File: src/rtl/page_table_walker_if.sv
// Handshake bundle between the TLB miss path, the page table walker and the PTE memory port.
// master = TLB plus memory side, slave = walker.
interface page_table_walker_if;
    logic        walk_req_valid_i;
    logic        walk_req_ready_o;
    logic [31:0] walk_vaddr_i;
    logic        walk_resp_valid_o;
    logic        walk_resp_ready_i;
    logic [31:0] walk_paddr_o;
    logic [2:0]  walk_perm_o;
    logic        walk_super_o;
    logic        walk_fault_o;
    logic        mem_req_valid_o;
    logic        mem_req_ready_i;
    logic [31:0] mem_addr_o;
    logic        mem_resp_valid_i;
    logic        mem_resp_ready_o;
    logic [31:0] mem_data_i;

    modport master (
        output walk_req_valid_i, walk_vaddr_i, walk_resp_ready_i,
               mem_req_ready_i, mem_resp_valid_i, mem_data_i,
        input  walk_req_ready_o, walk_resp_valid_o, walk_paddr_o, walk_perm_o,
               walk_super_o, walk_fault_o, mem_req_valid_o, mem_addr_o, mem_resp_ready_o
    );

    modport slave (
        input  walk_req_valid_i, walk_vaddr_i, walk_resp_ready_i,
               mem_req_ready_i, mem_resp_valid_i, mem_data_i,
        output walk_req_ready_o, walk_resp_valid_o, walk_paddr_o, walk_perm_o,
               walk_super_o, walk_fault_o, mem_req_valid_o, mem_addr_o, mem_resp_ready_o
    );
endinterface

File: src/rtl/page_table_walker.sv
// Two-level page table walker: one walk at a time, root then level-0 PTE reads over a
// valid/ready memory port, returning physical address, {X,W,R} permissions and fault status.
module page_table_walker #(
    parameter logic [31:0] ROOT_BASE = 32'h0000_0400
) (
    input  logic               clk,
    input  logic               rst,
    page_table_walker_if.slave bus
);
    localparam logic [2:0] IDLE    = 3'd0;
    localparam logic [2:0] L1_REQ  = 3'd1;
    localparam logic [2:0] L1_WAIT = 3'd2;
    localparam logic [2:0] L0_REQ  = 3'd3;
    localparam logic [2:0] L0_WAIT = 3'd4;
    localparam logic [2:0] DONE    = 3'd5;

    logic [2:0]  state;
    logic [21:0] vaddr_lo;
    logic [31:0] mem_addr;
    logic [31:0] paddr;
    logic [2:0]  perm;
    logic        super_pg;
    logic        fault;

    logic        req_fire;
    logic        mem_req_fire;
    logic        mem_resp_fire;
    logic        resp_fire;
    logic        pte_valid;
    logic        pte_leaf;
    logic [31:0] next_base;

    // Ready is gated by rst so it rises on the first cycle after reset is released.
    assign bus.walk_req_ready_o  = (state == IDLE) && !rst;
    assign bus.mem_req_valid_o   = (state == L1_REQ) || (state == L0_REQ);
    assign bus.mem_resp_ready_o  = (state == L1_WAIT) || (state == L0_WAIT);
    assign bus.walk_resp_valid_o = (state == DONE);
    assign bus.mem_addr_o        = mem_addr;
    assign bus.walk_paddr_o      = paddr;
    assign bus.walk_perm_o       = perm;
    assign bus.walk_super_o      = super_pg;
    assign bus.walk_fault_o      = fault;

    assign req_fire      = bus.walk_req_valid_i && bus.walk_req_ready_o;
    assign mem_req_fire  = bus.mem_req_valid_o && bus.mem_req_ready_i;
    assign mem_resp_fire = bus.mem_resp_valid_i && bus.mem_resp_ready_o;
    assign resp_fire     = bus.walk_resp_valid_o && bus.walk_resp_ready_i;

    assign pte_valid = bus.mem_data_i[0];
    assign pte_leaf  = |bus.mem_data_i[3:1];
    assign next_base = {bus.mem_data_i[31:4], 4'b0000};

    always_ff @(posedge clk) begin
        if (rst) begin
            state    <= IDLE;
            vaddr_lo <= '0;
            mem_addr <= '0;
            paddr    <= '0;
            perm     <= '0;
            super_pg <= 1'b0;
            fault    <= 1'b0;
        end else begin
            case (state)
                IDLE: begin
                    if (req_fire) begin
                        vaddr_lo <= bus.walk_vaddr_i[21:0];
                        mem_addr <= ROOT_BASE + {20'd0, bus.walk_vaddr_i[31:22], 2'b00};
                        state    <= L1_REQ;
                    end
                end
                L1_REQ: begin
                    if (mem_req_fire) state <= L1_WAIT;
                end
                L1_WAIT: begin
                    if (mem_resp_fire) begin
                        if (!pte_valid) begin
                            fault <= 1'b1;
                            state <= DONE;
                        end else if (pte_leaf) begin
                            paddr    <= {bus.mem_data_i[31:22], vaddr_lo};
                            perm     <= bus.mem_data_i[3:1];
                            super_pg <= 1'b1;
                            state    <= DONE;
                        end else begin
                            // The pointer base is folded straight into the level-0 PTE address.
                            mem_addr <= next_base + {20'd0, vaddr_lo[21:12], 2'b00};
                            state    <= L0_REQ;
                        end
                    end
                end
                L0_REQ: begin
                    if (mem_req_fire) state <= L0_WAIT;
                end
                L0_WAIT: begin
                    if (mem_resp_fire) begin
                        if (pte_valid && pte_leaf) begin
                            paddr    <= {bus.mem_data_i[31:12], vaddr_lo[11:0]};
                            perm     <= bus.mem_data_i[3:1];
                            super_pg <= 1'b0;
                        end else begin
                            fault <= 1'b1;
                        end
                        state <= DONE;
                    end
                end
                DONE: begin
                    if (resp_fire) begin
                        paddr    <= '0;
                        perm     <= '0;
                        super_pg <= 1'b0;
                        fault    <= 1'b0;
                        state    <= IDLE;
                    end
                end
                default: state <= IDLE;
            endcase
        end
    end
endmodule
File: src/flat_wrapper.sv
// flat-port wrapper written by rule: the top's interface ports become plain ports
module page_table_walker_flat 
#(
    parameter logic [31:0] ROOT_BASE = 32'h0000_0400
)
  (clk, rst, bus_walk_req_valid_i, bus_walk_vaddr_i, bus_walk_resp_ready_i, bus_mem_req_ready_i, bus_mem_resp_valid_i, bus_mem_data_i, bus_walk_req_ready_o, bus_walk_resp_valid_o, bus_walk_paddr_o, bus_walk_perm_o, bus_walk_super_o, bus_walk_fault_o, bus_mem_req_valid_o, bus_mem_addr_o, bus_mem_resp_ready_o);
  page_table_walker_if bus_i ();
  input  logic clk;
  input  logic rst;
  input wire logic [$bits(bus_i.walk_req_valid_i)-1:0] bus_walk_req_valid_i;
  input wire logic [$bits(bus_i.walk_vaddr_i)-1:0] bus_walk_vaddr_i;
  input wire logic [$bits(bus_i.walk_resp_ready_i)-1:0] bus_walk_resp_ready_i;
  input wire logic [$bits(bus_i.mem_req_ready_i)-1:0] bus_mem_req_ready_i;
  input wire logic [$bits(bus_i.mem_resp_valid_i)-1:0] bus_mem_resp_valid_i;
  input wire logic [$bits(bus_i.mem_data_i)-1:0] bus_mem_data_i;
  output wire logic [$bits(bus_i.walk_req_ready_o)-1:0] bus_walk_req_ready_o;
  output wire logic [$bits(bus_i.walk_resp_valid_o)-1:0] bus_walk_resp_valid_o;
  output wire logic [$bits(bus_i.walk_paddr_o)-1:0] bus_walk_paddr_o;
  output wire logic [$bits(bus_i.walk_perm_o)-1:0] bus_walk_perm_o;
  output wire logic [$bits(bus_i.walk_super_o)-1:0] bus_walk_super_o;
  output wire logic [$bits(bus_i.walk_fault_o)-1:0] bus_walk_fault_o;
  output wire logic [$bits(bus_i.mem_req_valid_o)-1:0] bus_mem_req_valid_o;
  output wire logic [$bits(bus_i.mem_addr_o)-1:0] bus_mem_addr_o;
  output wire logic [$bits(bus_i.mem_resp_ready_o)-1:0] bus_mem_resp_ready_o;
  assign bus_i.walk_req_valid_i = bus_walk_req_valid_i;
  assign bus_i.walk_vaddr_i = bus_walk_vaddr_i;
  assign bus_i.walk_resp_ready_i = bus_walk_resp_ready_i;
  assign bus_i.mem_req_ready_i = bus_mem_req_ready_i;
  assign bus_i.mem_resp_valid_i = bus_mem_resp_valid_i;
  assign bus_i.mem_data_i = bus_mem_data_i;
  assign bus_walk_req_ready_o = bus_i.walk_req_ready_o;
  assign bus_walk_resp_valid_o = bus_i.walk_resp_valid_o;
  assign bus_walk_paddr_o = bus_i.walk_paddr_o;
  assign bus_walk_perm_o = bus_i.walk_perm_o;
  assign bus_walk_super_o = bus_i.walk_super_o;
  assign bus_walk_fault_o = bus_i.walk_fault_o;
  assign bus_mem_req_valid_o = bus_i.mem_req_valid_o;
  assign bus_mem_addr_o = bus_i.mem_addr_o;
  assign bus_mem_resp_ready_o = bus_i.mem_resp_ready_o;
  page_table_walker #(.ROOT_BASE(ROOT_BASE)) u_core (.clk(clk), .rst(rst), .bus(bus_i));
endmodule
File: config.mk
export PLATFORM = sky130hd
export DESIGN_NAME = page_table_walker_flat
export DESIGN_NICKNAME = d
export VERILOG_FILES = /design/src/rtl/page_table_walker_if.sv /design/src/rtl/page_table_walker.sv /design/src/flat_wrapper.sv
export SDC_FILE = /design/constraint.sdc
export NUM_CORES = 1
export LEC_CHECK = 0
export ABC_AREA = 1
export BUFFER_PORTS_ARGS = -buffer_cell sky130_fd_sc_hd__buf_2
export CELL_PAD_IN_SITES_DETAIL_PLACEMENT = 1
export CELL_PAD_IN_SITES_GLOBAL_PLACEMENT = 1
export CORE_MARGIN = 2
export CORE_UTILIZATION = 37
export CTS_BUF_LIST = sky130_fd_sc_hd__clkbuf_8
export DETAILED_ROUTE_END_ITERATION = 12
export GPL_ROUTABILITY_DRIVEN = 0
export GPL_TIMING_DRIVEN = 0
export PLACE_DENSITY_LB_ADDON = 0.2
export SYNTH_ARGS = -nofsm -noshare
export SYNTH_HDL_FRONTEND = slang
export SYNTH_SLANG_ARGS = --single-unit
File: constraint.sdc
create_clock -name clk -period 2.2 [get_ports clk]
set_input_delay 0.44 -clock clk [delete_from_list [all_inputs] [get_ports clk]]
set_output_delay 0.44 -clock clk [all_outputs]
set_load 0.03 [all_outputs]
==> results.md <==
| Step | Metric | Reported |
|:---|:---|:---|
| critical path | Nature of the critical path startpoint | flop |
| detailed routing | Remaining DRCs | 0 |
| synth | Adder-Cell Fraction of Synth Area | 0.0279 |
| pwr | Leakage power total | 2.85 nW |
| placed design | Detailed Place HPWL | 14.2 mm |
| global routing | GRT Resource Usage Total | 0.253 |
| cells and area | Layout cell share with drive strength beyond 1 | 0.215 |
| placed design | Setup WS pre-CTS | -176 ps |
| floorplan | Number of top-level pins | 143 |
| critical path | CP max stage cell | fa_1 |
| critical path | Critical Path, Cell by Cell | ha_2 -> inv_1 -> fa_1 -> inv_2 -> nand3_1 -> nand3_2 -> nand2_1 -> nand2_2 -> inv_1 -> o21ai_1 -> nand3_1 -> a21oi_1 |
| synth | Post-synthesis mux area share | 0 |
| synth | Post-synthesis instance area | 4760 um^2 |
| critical path | Launch instance of the worst register-to-register path | u_core.vaddr_lo[14] |
| sta | Achievable frequency | 493 MHz |
| clocking | Post-cts hold buffer count | 0 |
| synth | Share of the synthesized area in compound gates (AO/OA/AOI/OAI) | 0.141 |
| worst hold path | Hold Path Origin | bus_walk_vaddr_i[8] |
| cells and area | # diodes | 0 |
| synth | Flip-flop cell with the highest count after synthesis | dfxtp_1 |
| detailed routing | Aggregate routed wire length | 17.5 mm |
| clocking | Clock buffers created by TritonCTS | 9 |
| synth | Most used standard cells in the synthesized netlist | nand2_1 (203), nand3_1 (109), dfxtp_1 (92), inv_1 (73), a21oi_1 (59) |
| global routing | Number of antenna violations at the first check in global routing | 0 |
| synth | Leading cell type by number of instances after synthesis | nand2_1 |
| synth | Fraction of registers with async set or reset after synthesis | 0 |
| synth | Parity-gate share of the synthesized area counting xor and xnor cells | 0.00552 |
| floorplan | Num rows | 41 |
| cells and area | Layout area overhead | 23.6% |
| sta | Final hold violations | 0 |
| critical path | Required time at the endpoint of the critical path | 2490 ps |
| global routing | Number of global-route vias before repair | 5557 |
| critical path | Worst setup path startpoint | u_core.vaddr_lo[14] |
| outcome | Run status | complete, no violations |
| clocking | Count of H-tree levels built during CTS | 3 |
| sta | PnR worst setup slack | 171 ps |
| pwr | Power per cell area | 1040 nW/um^2 |
| detailed routing | Count of routing violations after the opening detailed-route iteration | 264 |
| sta | Relative slew margins | 0.592 |
| detailed routing | Detailed Routing Iterations Pass 1 | 4 |
| sta | Period utilisation layout | 0.922 |
| sta | Worst slew pin tran | 612 ps |
| job | Maximum Capacitance Violations | 0 |
| synth | Library cells used by synthesis | 34 |
| global routing | Maximum number of pins on one net before global-route repair | 17 |
| critical path | Worst endpoint data arrival time | 2320 ps |
| synth | Area leader, netlist | dfxtp_1 |
| detailed routing | Number of nets with antenna violations after routing | 0 |
| critical path | Highest cell delay on the worst timing path | 400 ps |
| clocking | Clock latency at the later pin of the worst-skew pair | 380 ps |
| synth | Fraction of post-synthesis cell area in the top cell type by area | 0.387 |
| synth | Post-Synth Simple-Gate Area | 0.345 |
| synth | Number of warning messages in the yosys log | 0 |
| floorplan | Effective utilization at floorplan | 0.379 |
| floorplan | Area of the die | 13800 um^2 |
| sta | Setup repair after global routing missed its margin | no |
| critical path | CP Capture Type | flop |
| synth | Average footprint of a synthesized cell | 6.59 um^2 |
| synth | #FFs+latches synth | 92 |
| floorplan | Die span in x | 117 um |
| synth | Share of the yosys chip area belonging to registers | 0.387 |
| worst hold path | Path type of the worst min-delay path | input port to flop |
| clocking | Clock slew at reported path FFs | 100 ps |
| floorplan | Core outline area | 12600 um^2 |
| synth | Number of synthesized flops with an enable pin | 0 |
| sta | Final setup fails | 0 |
| detailed routing | Routed WL per cell | 16.7 um |
| floorplan | Chip Height | 117 um |
| clocking | Clock tree sinks | 92 |
| critical path | Peak fanout along the critical path | 5 |
| global routing | Overflow left after global routing | 0 |
| critical path | Class of the most critical setup path | flop to flop |
| synth | Cells after Synth | 723 |
| placed design | I/O Buffers | 139 |
| detailed routing | Routed vias | 5372 |
| synth | Dominant combinational cell family by area after synthesis | simple AND/OR/NAND/NOR gates |
| pwr | VDD IR max | 543 uV |
| detailed routing | Vias/cell | 5.11 |
| clocking | Clock tree buffer depth | 2 |
| synth | Leading post-synthesis cells by cell area | dfxtp_1 (39%), nand2_1 (16%), nand3_1 (11%) |
| sta | Slew Limit Fails | 0 |
| sta | Post-layout min period | 2030 ps |
| pwr | Total power after layout | 6.11 mW |
| cells and area | Nets | 955 |
| sta | Post-route clock skew | 20.0 ps |
| global routing | First-pass GRT wire length | 27.8 mm |
| clocking | Cell chosen for the clock root | clkbuf_8 |
| clocking | TritonCTS clock tree | done |
## repair_timing
item / in CTS / in global routing
setup buffers: 0 / 2
resized for setup: 1 / 6
endpoints found under the setup margin: 1 / 12
pin swaps: 0 / 1
## worst paths after layout
check	to	slack, ps	cells past startpoint
worst max-delay path	u_core.bus.mem_addr_o[20]	170	12
worst min-delay path	u_core.vaddr_lo[8]	250	3
worst max register to register	u_core.bus.mem_addr_o[20]	170	12
worst min register to register	u_core.bus.mem_addr_o[27]	470	2
## through the flow
| stage | instance area, um^2 | instances | utilization | hold slack (ps) | setup TNS [ps] |
|---|---|---|---|---|---|
| after CTS | 5860 | 1051 | 0.467 | 242 | 0 |
| after floorplan | 4770 | 724 | - | 444 | 0 |
| after global routing | 5890 | 1052 | 0.468 | 263 | 0 |
| after detailed placement | 5680 | 1035 | 0.452 | 455 | -293 |
| final | 5890 | 1052 | 0.468 | 252 | 0 |
| after global placement | 5680 | 1035 | 0.452 | 450 | -115 |
## power by group
group / internal (mW) / switching (mW)
sequential: 2.04 / 0.222
combinational: 0.775 / 1.97
clock: 0.452 / 0.650
## sequential cells by signal (all words and copies together), names as in the netlist
signal / cells
u_core.bus.walk_paddr_o: 32
u_core.vaddr_lo: 22
u_core.state: 3
u_core.bus.walk_perm_o: 3
u_core.bus.walk_fault_o: 1
u_core.bus.mem_addr_o: 30
u_core.bus.walk_super_o: 1
## cells by family after synthesis
group | count (synthesis)
adders and majority gates | 10
buffers and inverters | 111
and+or+nand+nor | 380
xor gates and xnor gates | 3
DFF | 92
other | 1
AOI/OAI and AO/OA | 126
## layer usage
layer  track usage  vias up  part of all wire
met3        0.0518       26             0.051
li1              -     2654                 -
met5             0        -                 0
met1         0.313     2539              0.45
met4        0.0798        0             0.023
met2         0.440      153              0.48
## cell usage in the layout (no fill, tap or decap), drive strengths merged, types with 2 or more instances in the layout
master,synthesis,final
a31oi,6,6
nand3,110,110
ha,9,9
o21a,3,3
nor3,3,3
nand3b,2,2
nand4,4,4
o22ai,9,9
o31ai,4,4
o21ai,44,44
xor2,3,3
and2,3,3
or2,2,2
nor2,48,48
clkbuf,19,29
inv,77,81
clkinv,1,2
nand2,207,207
buf,14,154
dfxtp,92,92
a21oi,60,60
conb,1,2
## critical path, delay by kind of cell (launching register included)
family	cells	cell delay, ps
AOI/OAI and AO/OA	2	260
adders and majority gates	2	590
buffers and inverters	3	220
DFF	1	360
and+or+nand+nor	5	490
## cell type report
| cell class | instances | area (um^2) |
|---|---|---|
| clock inverter | 6 | 45.0 |
| tap | 172 | 215 |
| buffer | 32 | 148 |
| fill | 1776 | 6680 |
| timing repair buffer | 141 | 711 |
| multi-input combinational | 521 | 2500 |
| inverter | 78 | 293 |
| sequential | 92 | 1840 |
| clock buffer | 10 | 138 |
(Power assumes the default switching activity.)
